<file path="src/rtl/uart_rx_frontend.sv">
// uart_rx_frontend: 16x-oversampled UART receiver feeding the ALU command interface.
// Frames are start bit, SIZEDATA data bits (LSB first), optional even-parity bit, stop bit.
// Optional feature: define UART_RX_PARITY_EN to add the PARITY state. The port list is
// identical in both builds.
//
// Ports:
//   i_clock      system clock, rising edge
//   i_reset_n    asynchronous active-low reset
//   i_rx         serial line, idles high, asynchronous to i_clock
//   o_rx_done    one-cycle strobe, o_rx_data holds a new good byte
//   o_rx_data    last good byte, held until the next good byte
//   o_frame_err  one-cycle strobe, stop bit low (or parity mismatch)
//   o_busy       high whenever the receiver is not idle
module uart_rx_frontend #(
  parameter int unsigned SIZEDATA   = 8,
  parameter int unsigned DIVISOR    = 163,
  parameter int unsigned OVERSAMPLE = 16
) (
  input  logic                i_clock,
  input  logic                i_reset_n,
  input  logic                i_rx,
  output logic                o_rx_done,
  output logic [SIZEDATA-1:0] o_rx_data,
  output logic                o_frame_err,
  output logic                o_busy
);

  localparam int unsigned DivW = (DIVISOR > 1) ? $clog2(DIVISOR) : 1;
  localparam int unsigned BitW = $clog2(SIZEDATA + 1);

  localparam logic [DivW-1:0] DivLast  = DivW'(DIVISOR - 1);
  localparam logic [3:0]      TickHalf = 4'(OVERSAMPLE / 2 - 1);
  localparam logic [3:0]      TickLast = 4'(OVERSAMPLE - 1);
  localparam logic [BitW-1:0] BitLast  = BitW'(SIZEDATA - 1);

  typedef enum logic [2:0] {StIdle, StStart, StData, StParity, StStop} state_e;

  // Two-flop synchroniser, reset to the idle line level.
  logic r_rx_meta;
  logic r_rx_s;

  always_ff @(posedge i_clock or negedge i_reset_n) begin
    if (!i_reset_n) begin
      r_rx_meta <= 1'b1;
      r_rx_s    <= 1'b1;
    end else begin
      r_rx_meta <= i_rx;
      r_rx_s    <= r_rx_meta;
    end
  end

  // Free-running oversample tick; never re-phased by frame starts.
  logic [DivW-1:0] r_div_cnt;
  logic            w_tick;

  assign w_tick = (r_div_cnt == DivLast);

  always_ff @(posedge i_clock or negedge i_reset_n) begin
    if (!i_reset_n) begin
      r_div_cnt <= '0;
    end else if (w_tick) begin
      r_div_cnt <= '0;
    end else begin
      r_div_cnt <= r_div_cnt + DivW'(1);
    end
  end

  state_e              r_state;
  logic [3:0]          r_tick_cnt;
  logic [BitW-1:0]     r_bit_cnt;
  logic [SIZEDATA-1:0] r_shift;
`ifdef UART_RX_PARITY_EN
  logic                r_par_err;
`endif

  always_ff @(posedge i_clock or negedge i_reset_n) begin
    if (!i_reset_n) begin
      r_state     <= StIdle;
      r_tick_cnt  <= '0;
      r_bit_cnt   <= '0;
      r_shift     <= '0;
      o_rx_done   <= 1'b0;
      o_rx_data   <= '0;
      o_frame_err <= 1'b0;
      o_busy      <= 1'b0;
`ifdef UART_RX_PARITY_EN
      r_par_err   <= 1'b0;
`endif
    end else begin
      o_rx_done   <= 1'b0;
      o_frame_err <= 1'b0;
      unique case (r_state)
        StIdle: begin
          // Level-triggered: a line held low restarts a frame straight away.
          if (!r_rx_s) begin
            r_tick_cnt <= '0;
            r_state    <= StStart;
            o_busy     <= 1'b1;
          end
        end
        StStart: begin
          if (w_tick) begin
            if (r_tick_cnt == TickHalf) begin
              r_tick_cnt <= '0;
              r_bit_cnt  <= '0;
              if (!r_rx_s) begin
                r_state <= StData;
              end else begin
                r_state <= StIdle;
                o_busy  <= 1'b0;
              end
            end else begin
              r_tick_cnt <= r_tick_cnt + 4'd1;
            end
          end
        end
        StData: begin
          if (w_tick) begin
            if (r_tick_cnt == TickLast) begin
              r_tick_cnt <= '0;
              // LSB arrives first, so shift in from the top.
              r_shift    <= {r_rx_s, r_shift[SIZEDATA-1:1]};
              r_bit_cnt  <= r_bit_cnt + BitW'(1);
              if (r_bit_cnt == BitLast) begin
`ifdef UART_RX_PARITY_EN
                r_state <= StParity;
`else
                r_state <= StStop;
`endif
              end
            end else begin
              r_tick_cnt <= r_tick_cnt + 4'd1;
            end
          end
        end
        StParity: begin
`ifdef UART_RX_PARITY_EN
          if (w_tick) begin
            if (r_tick_cnt == TickLast) begin
              r_tick_cnt <= '0;
              // Even parity: parity bit equals XOR of the data bits.
              r_par_err  <= r_rx_s ^ (^r_shift);
              r_state    <= StStop;
            end else begin
              r_tick_cnt <= r_tick_cnt + 4'd1;
            end
          end
`else
          r_state <= StIdle;
          o_busy  <= 1'b0;
`endif
        end
        StStop: begin
          if (w_tick) begin
            if (r_tick_cnt == TickLast) begin
              r_tick_cnt <= '0;
              r_state    <= StIdle;
              o_busy     <= 1'b0;
`ifdef UART_RX_PARITY_EN
              if (r_rx_s && !r_par_err) begin
`else
              if (r_rx_s) begin
`endif
                o_rx_data <= r_shift;
                o_rx_done <= 1'b1;
              end else begin
                o_frame_err <= 1'b1;
              end
            end else begin
              r_tick_cnt <= r_tick_cnt + 4'd1;
            end
          end
        end
        default: begin
          r_state <= StIdle;
          o_busy  <= 1'b0;
        end
      endcase
    end
  end

endmodule

</file>
<file path="config.mk">
export PLATFORM = sky130hd
export DESIGN_NAME = uart_rx_frontend
export DESIGN_NICKNAME = d
export VERILOG_FILES = /design/src/rtl/uart_rx_frontend.sv
export SDC_FILE = /design/constraint.sdc
export NUM_CORES = 1
export LEC_CHECK = 0
export ABC_CLOCK_PERIOD_IN_PS = 4550
export CORE_AREA = 2 2 63 65
export DETAILED_ROUTE_END_ITERATION = 10
export DIE_AREA = 0 0 65 67
export PLACE_DENSITY = 0.7
export SETUP_SLACK_MARGIN = 0.3
export SYNTH_ARGS = -nofsm -noshare
export SYNTH_HDL_FRONTEND = slang
export SYNTH_SLANG_ARGS = --single-unit
</file>
<file path="constraint.sdc">
create_clock -name i_clock -period 4.55 [get_ports i_clock]
set_input_delay 1.365 -clock i_clock [delete_from_list [all_inputs] [get_ports i_clock]]
set_output_delay 1.365 -clock i_clock [all_outputs]
set_load 0.05 [all_outputs]
</file>
# After elaboration in Yosys (flattened, before gate mapping)

Index checks and enable logic that the tools add are counted.

Register bits after elaboration: 40
Input port bits: 3
Logic and storage cells: 79

$add $sub $neg: 3
Equality and inequality tests: 17
Multiplexer cells: 37
Bitwise logic cells: 1
Reduce and logical (&&, ||, !) cells: 10

Operator list:

| kind                  | count |
|---|---|
| $mux W4               | 9 |
| $mux W3               | 8 |
| $ne A2 B2 Y1 const B  | 9 |
| $mux W1               | 14 |
| $pmux W3 S4           | 1 |
| $pmux W4 S3           | 1 |
| $add A4 B1 Y4 const B | 2 |
| $add A8 B1 Y8 const B | 1 |
| $eq A4 B3 Y1 const B  | 2 |
| $eq A8 B8 Y1 const B  | 1 |
| $mux W8               | 1 |
| $pmux W4 S2           | 1 |
| $reduce_and A4 Y1     | 2 |
| $reduce_and A8 Y1     | 1 |
| $reduce_and A7 Y1     | 1 |
| $reduce_and A5 Y1     | 1 |
| $eq A4 B4 Y1 const B  | 1 |
| $pmux W1 S4           | 1 |
| $eq A3 B1 Y1 const B  | 1 |
| $eq A3 B2 Y1 const B  | 1 |
| $eq A3 B3 Y1 const B  | 1 |
| $logic_not A3 Y1      | 1 |
| $reduce_and A3 Y1     | 1 |
| $reduce_bool A3 Y1    | 1 |
| other kinds (5)       | 5 |

# Logic depth before layout (Yosys ltp)

Depth in word-level cells: 5
Mapped depth: 7

# Worst setup path after synthesis

Ideal clock, no wire load.

Kind: register to register
From: register r_div_cnt[2]
To: register r_shift[1]
Arrival: 1,912 ps
Slack: 2,512 ps
Cell stages (with the launch flop): 6
Clock period less this slack: 2,038 ps
Cells stage by stage: dfrtp_1 or3_4 or4_4 nand2b_4 buf_6 mux2_4

Word-level cells in the longest chain between the ends: 2

RTL lines:

| element                            | line | text |
|---|---|---|
| start, declared                    | 53   | `logic [DivW-1:0] r_div_cnt;` |
| start signal, assigned             | 64   | `r_div_cnt <= r_div_cnt + DivW'(1);` |
| $eq A8 B8 Y1                       | 56   | `assign w_tick = (r_div_cnt == DivLast);` |
| $reduce_and A3 Y1 (no source line) | n/a  |  |
| end signal, assigned               | 122  | `r_shift <= {r_rx_s, r_shift[SIZEDATA-1:1]};` |
| end, declared                      | 71   | `logic [SIZEDATA-1:0] r_shift;` |

Every way passes these cells.
A chain may end at the register's enable or synchronous reset.

# Worst setup path after layout

From: register o_busy
To: output port o_busy

RTL lines:

| element                | line | text |
|---|---|---|
| start, declared        | 25   | `output logic o_busy` |
| start signal, assigned | 85   | `o_busy <= 1'b0;` |
| start signal, assigned | 98   | `o_busy <= 1'b1;` |
| start signal, assigned | 110  | `o_busy <= 1'b0;` |

No word-level cell between the ends.

==> results.json <==
{
  "status": "finished, final reports clean",
  "antenna_found_initial": 0,
  "drv_slew": 0,
  "globalplace.congestion": 0.746,
  "ys_warn_count": 0,
  "min_period_ns": 2.82,
  "crit_arrival_ns": 1.46,
  "finClkSkew_ns": 0.00579,
  "whs_ns": 0.358,
  "synth_fp_nets": 176,
  "cp-end-kind": "output pin",
  "criticalPathCategory": "flip-flop to output pin",
  "grt.busiest_layer": "met2",
  "place_hpwl_um": 2440,
  "cpPeakStageDelay_ns": 0.81,
  "cts_sinks": 40,
  "min_period_over_period": 0.620,
  "rsz0062_at_grt": "no",
  "max_slew_margin": 0.439,
  "synth_compound_area_frac": 0.105,
  "yosysSeqAreaShare": 0.518,
  "first_global_vias": 1428,
  "antenna_left": 0,
  "syn_to_final_growth_pct": 12.8,
  "grt_pass1_wl_um": 6240,
  "die_area_um2": 4360,
  "finalSetupTns_ns": 0,
  "yosys-top-cells-area": "dfrtp_1 (49%), mux2_2 (5.8%), mux2_4 (4.7%)",
  "cts-hold-fix-buffers": 0,
  "ios": 14,
  "cts_tree": "done",
  "synth_edf_count": 0,
  "final_common_cell": "dfrtp_1",
  "vias": 1322,
  "drive_gt1_frac": 0.185,
  "ys_async_sr_fraction": 1.00,
  "drt_iter0_markers": 55,
  "syn_avg_cell_area_um2": 11.5,
  "static-leakage-power_nw": 1.03,
  "met2_usage": 0.327,
  "ir_drop_v": 0.000203,
  "synth_flop_cell": "dfrtp_1",
  "numCtsBuffers": 5,
  "maxCapViolCount": 0,
  "cts_max_level": 2,
  "start_kind": "flip-flop",
  "synth_seq_cells": 40,
  "synth_xor_area_frac": 0.0362,
  "max_freq_mhz": 354,
  "clk_pin_slew_worst_paths_ns": 0.08,
  "synth.area.mux_share": 0.125,
  "grt_overflow": 0,
  "path_cells": "clkdlybuf4s50_1",
  "min-delay-path-class": "flip-flop to flip-flop",
  "postCtsSetupRepairBufs": 0,
  "tightestPinTransition_ns": 0.841,
  "p_per_area_nw_per_um2": 279,
  "crit_family": "buffers and inverters",
  "synth_top_area_share": 0.491,
  "hold_violations": 0,
  "fp.dieW_um": 65,
  "final_nets": 190,
  "vias_per_cell": 5.70,
  "die_h_um": 67,
  "clk_path_buf_depth": 2,
  "drcViolationCount": 0,
  "synthAdderAreaFrac": 0.0258,
  "routedWlPerCell_um": 14.8,
  "core_um2": 3610,
  "crit_slowest_cell": "clkdlybuf4s50_1",
  "syn_inst": 169,
  "critical_path_buf_inv_count": 1,
  "n_antenna_cell": 0,
  "grt_use_total": 0.188,
  "syn_area_um2": 1940,
  "synth_cell_types": 43,
  "cp_max_fo": 3,
  "start_util": 0.537,
  "core.rowCount": 22,
  "use_met1": 0.221,
  "grt_max_degree": 41,
  "clock-root-buffer": "clkbuf_8",
  "cts_resized": 0,
  "yosys.area_share.simple": 0.160,
  "synth_top_family_by_area": "simple AND/OR/NAND/NOR gates",
  "met3_usage": 0.0422,
  "critPathRequiredTime_ns": 3.18,
  "first_pass_iters": 4,
  "wl_um": 3420,
  "clk_latency_ns": 0.29,
  "synth_top_area_cell": "dfrtp_1",
  "mostFrequentLayoutCells": "dfrtp_1 (38), nor2_1 (14), clkdlybuf4s50_1 (12)",
  "setup_viol": 0,
  "io_buffers": 13
}
## final timing paths
path / endpoint / slack [ns] / start / depth (start not counted)
min in group asynchronous: o_rx_data[0]$_DFFE_PN0P_ / 1.18 / i_reset_n / 1
setup / recovery: o_busy / 1.73 / o_busy$_DFFE_PN0P_ / 1
hold reg to reg: r_rx_s$_DFF_PN1_ / 0.36 / r_rx_meta$_DFF_PN1_ / 0
max in group asynchronous: o_rx_data[4]$_DFFE_PN0P_ / 2.84 / i_reset_n / 1
setup reg to reg: o_rx_data[4]$_DFFE_PN0P_ / 2.22 / r_div_cnt[0]$_DFF_PN0_ / 6
hold / removal: r_rx_s$_DFF_PN1_ / 0.36 / r_rx_meta$_DFF_PN1_ / 0
## layer usage
metal	share of wire	up-vias
li1	-	631
met1	0.46	663
met2	0.50	22
met3	0.028	6
met4	0.016	0
met5	0	-
## final cells by class
type                    count  area, um2
clock buffers               7       86.3
clock inverters             1       7.51
fillers                   309       1420
inverters                   7       26.3
multi-input cells         116        876
flip-flops and latches     40       1000
well taps                  48       60.1
repair buffers             13        125
## per-stage QoR
step / power (mW) / util / cell area, um2 / cells / setup slack [ns]
4_1_cts: 0.616 / 0.606 / 2180 / 232 / 1.72
2_1_floorplan: 0.366 / - / 1940 / 169 / 2.51
3_5_place_dp: 0.374 / 0.580 / 2090 / 224 / 2.04
6_report: 0.608 / 0.606 / 2180 / 232 / 1.73
3_3_place_gp: 0.374 / 0.580 / 2090 / 224 / 2.04
5_1_grt: 0.634 / 0.606 / 2180 / 232 / 1.68
## cell families after synthesis
kind of cell,Yosys count
AO/OA/AOI/OAI,30
XOR/XNOR,8
adder cells (fa/ha/maj),4
buffers and inverters,13
flip-flops,40
multiplexers,20
AND/OR/NAND/NOR,54
## synthesized netlist by cell type, types with 2 or more instances
cell type,count
a21oi_1,4
mux2_4,6
dfstp_2,2
o21ai_0,10
mux2_2,10
nor3_1,2
nor2_1,14
nor2b_1,3
nand2b_1,2
and2_1,3
inv_1,7
o2bb2ai_1,2
and3_1,2
or3b_2,3
nand4_1,3
dfrtp_1,38
xor2_1,3
buf_1,2
o32ai_1,2
a31oi_1,3
ha_1,4
nand3b_1,4
nand2_1,7
mux2i_1,4
xnor2_1,5
clkbuf_1,2
nand3_1,6
## registers in the layout, summed over array words and instances, names as in the netlist
| register | count |
|---|---|
| r_tick_cnt | 4 |
| r_rx_meta | 1 |
| o_rx_data | 8 |
| o_busy | 1 |
| r_shift | 8 |
| r_bit_cnt | 4 |
| r_rx_s | 1 |
| o_rx_done | 1 |
| r_div_cnt | 8 |
| o_frame_err | 1 |
| r_state | 3 |
## power by group
group	leakage [nW]	internal [mW]	switching, mW	total (mW)
clock network	0.0445	0.123	0.119	0.242
logic	0.459	0.00154	0.00708	0.00862
registers	0.527	0.357	0.00101	0.358
total	1.03	0.482	0.127	0.608
Power figures use the tool's default switching activity.
